### config.mk
export PLATFORM = sky130hd
export DESIGN_NAME = dma_arb_sys
export DESIGN_NICKNAME = d
export VERILOG_FILES = /design/src/rtl/dma_arb_sys.sv
export SDC_FILE = /design/constraint.sdc
export NUM_CORES = 1
export LEC_CHECK = 0
export CORE_MARGIN = 2
export CORE_UTILIZATION = 44
export CTS_BUF_LIST = sky130_fd_sc_hd__clkbuf_4 sky130_fd_sc_hd__clkbuf_8 sky130_fd_sc_hd__clkbuf_16
export DETAILED_ROUTE_END_ITERATION = 10
export HOLD_SLACK_MARGIN = 0.02
export PLACE_DENSITY = 0.74
export SYNTH_ARGS = -nofsm -noshare
export SYNTH_HDL_FRONTEND = slang
export SYNTH_SLANG_ARGS = --single-unit
### constraint.sdc
create_clock -name clk -period 5.5 [get_ports clk]
set_clock_uncertainty 0.05 [all_clocks]
set_input_delay 1.375 -clock clk [delete_from_list [all_inputs] [get_ports clk]]
set_output_delay 1.375 -clock clk [all_outputs]
set_load 0.02 [all_outputs]
### src/rtl/dma_arb_sys.sv
// Single-channel memory-to-memory DMA with a register slave, sharing one fabric
// port with an external CPU through a registered two-master arbiter (CPU wins ties).
module dma_arb_sys #(
  parameter int CNT_W = 16
) (
  input  logic        clk,
  input  logic        rstn,
  input  logic [3:0]  addr,
  input  logic        we,
  input  logic [31:0] wd,
  output logic [31:0] rd,
  input  logic        dma_req,
  input  logic        m0_req,
  input  logic        m0_lock,
  output logic        m0_grant,
  input  logic [31:0] m0_addr,
  input  logic [31:0] m0_wd,
  input  logic        m0_we,
  output logic [31:0] addr_f,
  output logic [31:0] wd_f,
  output logic        we_f,
  output logic [3:0]  byte_en,
  input  logic [31:0] rd_m,
  output logic [2:0]  dbg_state
);

  typedef enum logic [2:0] {
    S_IDLE  = 3'd0,
    S_REQ   = 3'd1,
    S_READ  = 3'd2,
    S_WRITE = 3'd3,
    S_GAP   = 3'd4
  } state_t;

  state_t            r_state, w_state_nxt;
  logic              r_line_en, r_inc_src, r_inc_dst, r_done;
  logic [1:0]        r_src_size, r_dst_size;
  logic [CNT_W-1:0]  r_cnt;
  logic [31:0]       r_src, r_dst, r_item;
  logic [1:0]        r_grant, w_grant_nxt;

  logic              w_busy, w_dma_breq, w_dma_we;
  logic [31:0]       w_dma_addr, w_dma_wd, w_item;
  logic [3:0]        w_dma_be;
  logic [15:0]       w_cnt16;
  logic [31:0]       w_rd_byte, w_rd_half;
  logic              w_unused_bits;

  // Lane enables for an access of the given size at the given byte offset.
  function automatic logic [3:0] f_be(input logic [1:0] size, input logic [1:0] a);
    case (size)
      2'b00:   f_be = 4'b0001 << a;
      2'b01:   f_be = 4'b0011 << {a[1], 1'b0};
      default: f_be = 4'b1111;
    endcase
  endfunction

  function automatic logic [31:0] f_step(input logic [1:0] size);
    case (size)
      2'b00:   f_step = 32'd1;
      2'b01:   f_step = 32'd2;
      default: f_step = 32'd4;
    endcase
  endfunction

  assign w_busy        = (r_state != S_IDLE);
  assign w_dma_breq    = (r_state == S_REQ) || (r_state == S_READ) || (r_state == S_WRITE);
  assign w_cnt16       = 16'(r_cnt);
  assign w_unused_bits = &{1'b0, wd[15:7]};
  assign dbg_state     = r_state;
  assign m0_grant      = r_grant[0];

  assign w_rd_byte = rd_m >> {r_src[1:0], 3'b000};
  assign w_rd_half = rd_m >> {r_src[1], 4'b0000};

  always_comb begin
    case (r_src_size)
      2'b00:   w_item = {24'b0, w_rd_byte[7:0]};
      2'b01:   w_item = {16'b0, w_rd_half[15:0]};
      default: w_item = rd_m;
    endcase
  end

  always_comb begin
    case (addr)
      4'h0:    rd = {w_cnt16, 9'b0, r_dst_size, r_src_size, r_inc_dst, r_inc_src, r_line_en};
      4'h4:    rd = r_src;
      4'h8:    rd = r_dst;
      4'hC:    rd = {30'b0, r_done, w_busy};
      default: rd = 32'b0;
    endcase
  end

  always_ff @(posedge clk or posedge rstn) begin
    if (rstn) begin
      r_state <= S_IDLE;
    end else begin
      r_state <= w_state_nxt;
    end
  end

  always_comb begin
    w_state_nxt = r_state;
    w_dma_addr  = 32'b0;
    w_dma_wd    = 32'b0;
    w_dma_we    = 1'b0;
    w_dma_be    = 4'b1111;
    case (r_state)
      S_IDLE: begin
        if (r_line_en && (r_cnt != '0) && dma_req) w_state_nxt = S_REQ;
      end
      S_REQ: begin
        if (r_grant[1]) w_state_nxt = S_READ;
      end
      S_READ: begin
        w_dma_addr  = r_src;
        w_dma_be    = f_be(r_src_size, r_src[1:0]);
        w_state_nxt = S_WRITE;
      end
      S_WRITE: begin
        w_dma_addr = r_dst;
        w_dma_we   = 1'b1;
        w_dma_be   = f_be(r_dst_size, r_dst[1:0]);
        case (r_dst_size)
          2'b00:   w_dma_wd = {4{r_item[7:0]}};
          2'b01:   w_dma_wd = {2{r_item[15:0]}};
          default: w_dma_wd = r_item;
        endcase
        w_state_nxt = S_GAP;
      end
      S_GAP: begin
        w_state_nxt = S_IDLE;
      end
      default: w_state_nxt = S_IDLE;
    endcase
  end

  // Register slave plus datapath progress; the FSM updates come last so they win.
  always_ff @(posedge clk or posedge rstn) begin
    if (rstn) begin
      r_line_en  <= 1'b0;
      r_inc_src  <= 1'b0;
      r_inc_dst  <= 1'b0;
      r_src_size <= 2'b00;
      r_dst_size <= 2'b00;
      r_cnt      <= '0;
      r_src      <= 32'b0;
      r_dst      <= 32'b0;
      r_done     <= 1'b0;
      r_item     <= 32'b0;
    end else begin
      if (we && (addr == 4'h0)) r_done <= 1'b0;
      if (we && !w_busy) begin
        case (addr)
          4'h0: begin
            r_line_en  <= wd[0];
            r_inc_src  <= wd[1];
            r_inc_dst  <= wd[2];
            r_src_size <= wd[4:3];
            r_dst_size <= wd[6:5];
            r_cnt      <= wd[16 +: CNT_W];
          end
          4'h4:    r_src <= wd;
          4'h8:    r_dst <= wd;
          default: ;
        endcase
      end else if (we && (addr == 4'h0) && !wd[0]) begin
        r_line_en <= 1'b0;
      end
      if (r_state == S_READ) r_item <= w_item;
      if (r_state == S_WRITE) begin
        r_cnt <= r_cnt - CNT_W'(1);
        if (r_inc_src) r_src <= r_src + f_step(r_src_size);
        if (r_inc_dst) r_dst <= r_dst + f_step(r_dst_size);
      end
      if ((r_state == S_GAP) && (r_cnt == '0)) begin
        r_line_en <= 1'b0;
        r_done    <= 1'b1;
      end
    end
  end

  // Owner keeps the bus while its req or lock is high; release costs one idle cycle.
  always_comb begin
    w_grant_nxt = r_grant;
    if (r_grant == 2'b00) begin
      if (m0_req)          w_grant_nxt = 2'b01;
      else if (w_dma_breq) w_grant_nxt = 2'b10;
    end else if (r_grant[0] && !(m0_req || m0_lock)) begin
      w_grant_nxt = 2'b00;
    end else if (r_grant[1] && !w_dma_breq) begin
      w_grant_nxt = 2'b00;
    end
  end

  always_ff @(posedge clk or posedge rstn) begin
    if (rstn) begin
      r_grant <= 2'b00;
    end else begin
      r_grant <= w_grant_nxt;
    end
  end

  always_comb begin
    addr_f  = 32'b0;
    wd_f    = 32'b0;
    we_f    = 1'b0;
    byte_en = 4'b1111;
    if (r_grant[0]) begin
      addr_f = m0_addr;
      wd_f   = m0_wd;
      we_f   = m0_we;
    end else if (r_grant[1]) begin
      addr_f  = w_dma_addr;
      wd_f    = w_dma_wd;
      we_f    = w_dma_we;
      byte_en = w_dma_be;
    end
  end

endmodule

# [Word level (Yosys, flattened, before mapping)]
# Index checks and enable logic that the tools add are counted.
[totals] regBits=125
[classes] n_shift=6 muxes=48 n_addsub=3 n_reduce_logical=33 n_eq_ne=13
[op_table] op="two-way mux 32 bit" count=17
[op_table] op="case mux 32 bit (2 select lines)" count=3
[op_table] op="case mux 32 bit (4 select lines)" count=1
[op_table] op="adder 32 bit" count=2
[op_table] op="two-way mux 16 bit" count=3
[op_table] op="right shift 32 x 5 -> 16 bit" count=1
[op_table] op="right shift 32 x 5 -> 8 bit" count=1
[op_table] op="case mux 4 bit (2 select lines)" count=3
[op_table] op="logical NOT 16 bit" count=1
[op_table] op="nonzero test 16 bit" count=1
[op_table] op="subtractor 16 x 1 -> 16 bit (second input constant)" count=1
[op_table] op="case mux 3 bit (2 select lines)" count=2
[op_table] op="case mux 3 bit (4 select lines)" count=1
[op_table] op="two-way mux 2 bit" count=5
[op_table] op="AND reduction 2 bit" count=5
[op_table] op="two-way mux 1 bit" count=9
[op_table] op="nonzero test 3 bit" count=3
[op_table] op="== test 4 bit (second input constant)" count=2
[op_table] op="logical AND 1 bit" count=8
[op_table] op="two-way mux 4 bit" count=2
[op_table] op="left shift 1 x 2 -> 4 bit (first input constant)" count=2
[op_table] op="left shift 2 x 2 -> 4 bit (first input constant)" count=2
[op_table] op="== test 3 x 2 -> 1 bit (second input constant)" count=2
[op_table] op="logical NOT 2 bit" count=3
[op_table] op="other kinds (13)" count=23

# [Depth between registers and ports, before layout]
[logic_depth] word_depth=8 mapped_depth=11 ltp_nobuf=8

# [Least setup slack after synthesis]
# OpenSTA, ideal clock, no wires.
[synth_timing] path_type="input port to output port" startpoint="input addr[3]" endpoint="output rd[0]" arrival_time_ns=2.807 setup_slack_ns=1.268 path_stages=4 path_buffers=2 cell_sequence="clkbuf_1 > clkbuf_1 > a211oi_1 > a211oi_1"
[synth_via] elab_chain_len=2 elab_cells_between_ends=5 classes_between="3 x eq/ne; 1 x mux; 1 x reduce/logical"
[synth_rtl] item="start, declared" line="8" rtl="input logic [3:0] addr,"
[synth_rtl] item="== test 4 bit, or another cell as far along" line="85" rtl="case (addr)"
[synth_rtl] item="case mux 32 bit (4 select lines) (*)" line="85"
[synth_rtl] item="end, declared" line="11" rtl="output logic [31:0] rd,"
# Mark *: on every way between the ends. The rest lies on a longest branch, timed or not.

# [Worst setup path in the final report]
[layout_timing] startpoint="input addr[2]" endpoint="output rd[31]"
# Same word-level chain as after synthesis.

==> flow_summary.yaml <==
sta:
  slew_violations: 0
  tns_ps: 0
  tightest_slew_ps: 1110
  post-route-min-period_ps: 4960
  setup_viol: 0
  grt_setup_unrepaired: "false"
  hold_viol_final: 0
  relSlewSlack_pct: 25.6
  fmax_ghz: 0.201
  timing.final.crit_share_pct: 90.2
flow_run:
  max-cap-violations: 0
place:
  routabilityCongestion: 0.937
  hpwl_mm: 24.9
  port_buffers: 243
power:
  power_leakage_uw: 0.00513
  p_int_uw: 3280
  power.total_uw: 5970
  clockPowerShare_pct: 20.3
  pwr-share-seq_pct: 35.4
  powerDensity_mw_per_mm2: 480
  p_comb_share_pct: 44.3
  switching_share_pct: 45.0
  switching_power_uw: 2690
  ir_worst_vdd_uv: 237
clock_network:
  cts_setup_buffers: 0
  cts_buffer_depth: 2
  cts_buffers: 17
  worstSkewPairLatency_ps: 430
  clkTransAtPathRegs_ps: 50
  cts_resized: 0
  clock_sinks: 125
  cts-htree-levels: 4
  cts_hold_buf: 0
  cts_tree: "yes"
  root_buffer: "clkbuf_16"
synth:
  synthArstFlopShare_pct: 100
  syn_inst: 1185
  synth.distinct_cells: 70
  synthXorXnorAreaFrac_pct: 0.475
  synth_top_family_by_area: "compound AO/OA/AOI/OAI gates"
  netlist_area_mm2: 0.00922
  ys.flop_type: "dfrtp_1"
  ys_warn_count: 0
  synth-simple-area-share_pct: 24.1
  synth.avg_cell_area_um2: 7.78
  synth_compound_area_share_pct: 27.7
  synth_edf_count: 0
  ys_seq_area_share_pct: 33.9
  ys_ff_latch: 125
  muxShareOfSynthArea_pct: 6.34
  synth_nets: 1331
  synthAdderAreaFrac_pct: 1.06
finish:
  final_net_count: 1513
  regArea_mm2: 0.00313
  drive_above_1_share_pct: 6.59
  antenna_cells: 0
  fillCellCount: 1862
  multi_input_area_mm2: 0.00552
  area_delta_synth_final_pct: 34.9
grt:
  gr-usage-all-layers_pct: 31.5
  grt_pass1_vias: 9749
  grt_pass1_wl_mm: 54.4
  grt.overflow.total: 0
  grt_max_degree: 71
  antenna_found_initial: 0
worst_setup_path:
  r2r_slack_ps: 2160
  critPathMaxStageDelay_ps: 670
  reg2reg_depth: 9
  slowest_stage: "clkdlybuf4s50_1"
  setup.worst_path.end_class: "primary output"
  startpoint: "addr[2]"
  critPathArrivalTime_ps: 3540
  startpoint_type: "input pin"
  rr_startpoint: "r_src[1]"
  path_class: "input pin to primary output"
  r2r-end: "r_src[10]"
  crit_fanout: 19
  worstPathRequired_ps: 4070
  crit_chain: "clkdlybuf4s50_1 > buf_4 > nor2b_2 > buf_4 > a21oi_1 > nor2_1 > clkdlybuf4s50_1"
  worstSetupEndpoint: "rd[31]"
floorplanning:
  start_util_pct: 45.1
  core-area_mm2: 0.0204
  die_y_um: 149
  die_area_mm2: 0.0221
  ios: 244
  die_w_um: 149
  num_rows: 52
drt:
  first_iter_violations: 1082
  drcViolationCount: 0
  wire_per_inst_um: 21.3
  route.vias.total: 10400
  dr.pass1.iters: 8
  via_per_inst: 6.32
  detail-route-antenna-nets: 0
  wl_mm: 35.1
run_status:
  status: "completed"
hold_path:
  hold_path.class: "register to register"
-- critical path: cells and delay by family --
| kind | cells | cell delay [ps] |
|---|---|---|
| AO/OA/AOI/OAI | 1 | 110 |
| buffers and inverters | 4 | 1770 |
| AND/OR/NAND/NOR | 2 | 260 |
-- cell type report --
cell class,count,area share (%)
sequential,125,25.2
multi-input combinational,908,44.4
tap,270,2.72
clock inverter,12,1.35
clock buffer,20,3.70
timing repair buffer,268,21.3
inverter,47,1.44
-- flip-flops by register name, summed over array words and instances (netlist names) --
signal	flops
r_dst	32
r_dst_size	2
r_grant	2
r_src	32
r_done	1
r_inc_src	1
r_cnt	16
dbg_state	3
r_src_size	2
r_inc_dst	1
r_item	32
r_line_en	1
-- per-layer routing --
layer,track usage (%),part of all wire [%],vias up
li1,-,-,4761
met4,10.7,3.2,0
met5,0,0,-
met2,49.3,46,567
met3,6.73,9.6,91
met1,43.5,42,5002
-- cell usage after synthesis (3+ instances only) --
| cell type | count | area, um2 |
|---|---|---|
| a211oi_1 | 26 | 195 |
| a21oi_1 | 68 | 340 |
| a222oi_1 | 32 | 320 |
| a22o_1 | 19 | 166 |
| a22oi_1 | 22 | 165 |
| a2bb2oi_1 | 8 | 70.1 |
| a311oi_1 | 21 | 184 |
| a31oi_1 | 20 | 125 |
| and2_1 | 7 | 43.8 |
| and3_1 | 11 | 68.8 |
| and4_1 | 6 | 52.6 |
| buf_1 | 8 | 30.0 |
| buf_2 | 5 | 25.0 |
| clkbuf_1 | 88 | 330 |
| clkbuf_2 | 3 | 15.0 |
| dfrtp_1 | 125 | 3130 |
| ha_1 | 7 | 87.6 |
| inv_1 | 47 | 176 |
| mux2i_1 | 55 | 551 |
| nand2_1 | 150 | 563 |
| nand2b_1 | 7 | 43.8 |
| nand3_1 | 27 | 135 |
| nand3b_1 | 3 | 22.5 |
| nand4_1 | 18 | 113 |
| nor2_1 | 160 | 601 |
| nor2b_1 | 8 | 50.1 |
| nor3_1 | 31 | 155 |
| nor4_1 | 8 | 50.1 |
| o211ai_1 | 11 | 82.6 |
| o21a_1 | 5 | 37.5 |
| o21ai_0 | 84 | 420 |
| o221a_2 | 8 | 90.1 |
| o22ai_1 | 5 | 31.3 |
| o311ai_0 | 9 | 78.8 |
| o31ai_1 | 6 | 45.0 |
| o32ai_1 | 3 | 26.3 |
| or2_2 | 6 | 37.5 |
| or3_1 | 5 | 31.3 |
| or4_1 | 6 | 45.0 |
| or4_4 | 3 | 33.8 |
| xnor2_1 | 3 | 26.3 |
-- stage by stage --
| stage | setup WS [ps] | utilization (%) | hold slack [ps] | cell area (um2) | instances |
|---|---|---|---|---|---|
| 6_report | 537 | 60.9 | 431 | 12400 | 1650 |
| 5_1_grt | 367 | 60.9 | 453 | 12400 | 1650 |
| 4_1_cts | 572 | 60.9 | 433 | 12400 | 1650 |
| 3_5_place_dp | 583 | 57.8 | 420 | 11800 | 1618 |
| 3_3_place_gp | 635 | 57.8 | 412 | 11800 | 1618 |
| 2_1_floorplan | 747 | - | 400 | 9220 | 1185 |
-- placed cells by master, fill, tap and decap left out, types with 17 or more instances in the layout --
master	instances
a222oi_1	32
buf_4	23
nor2_1	158
a21oi_1	68
nand4_1	18
mux2i_1	55
nand3_1	27
dfrtp_1	124
clkbuf_16	17
inv_1	46
nor3_1	31
a311oi_1	21
a211oi_1	26
clkdlybuf4s50_1	243
a31oi_1	20
nand2_1	150
o21ai_0	84
a22oi_1	22
a22o_1	19
-- logic make-up (layout without fill, tap and decap cells) --
logic type / count (synthesis) / count (layout)
adders and majority gates: 8 / 8
xor gates and xnor gates: 5 / 5
DFF: 125 / 125
buffers and inverters: 152 / 347
muxes: 57 / 57
AOI/OAI and AO/OA: 367 / 367
and+or+nand+nor: 471 / 471
-- power by group through the flow --
stage	Combinational (uW)	Sequential (uW)	Clock, uW
2_1_floorplan	1970	1700	0
3_3_place_gp	2550	2080	0
3_5_place_dp	2600	2080	0
4_1_cts	2620	2080	1220
5_1_grt	2900	2170	1270
6_report	2650	2120	1210
-- worst min path at each step --
stage / start / end / slack [ps] / cells past startpoint
floorplan: r_item[16] / r_item[16] / 400 / 2
global placement: r_item[20] / r_item[20] / 410 / 2
detailed placement: r_item[19] / r_item[19] / 420 / 2
CTS: r_item[18] / r_item[18] / 430 / 2
global route: r_item[27] / r_item[27] / 450 / 2
finish: r_item[17] / r_item[17] / 430 / 2
Note: power is estimated with default switching activity, not from simulation.
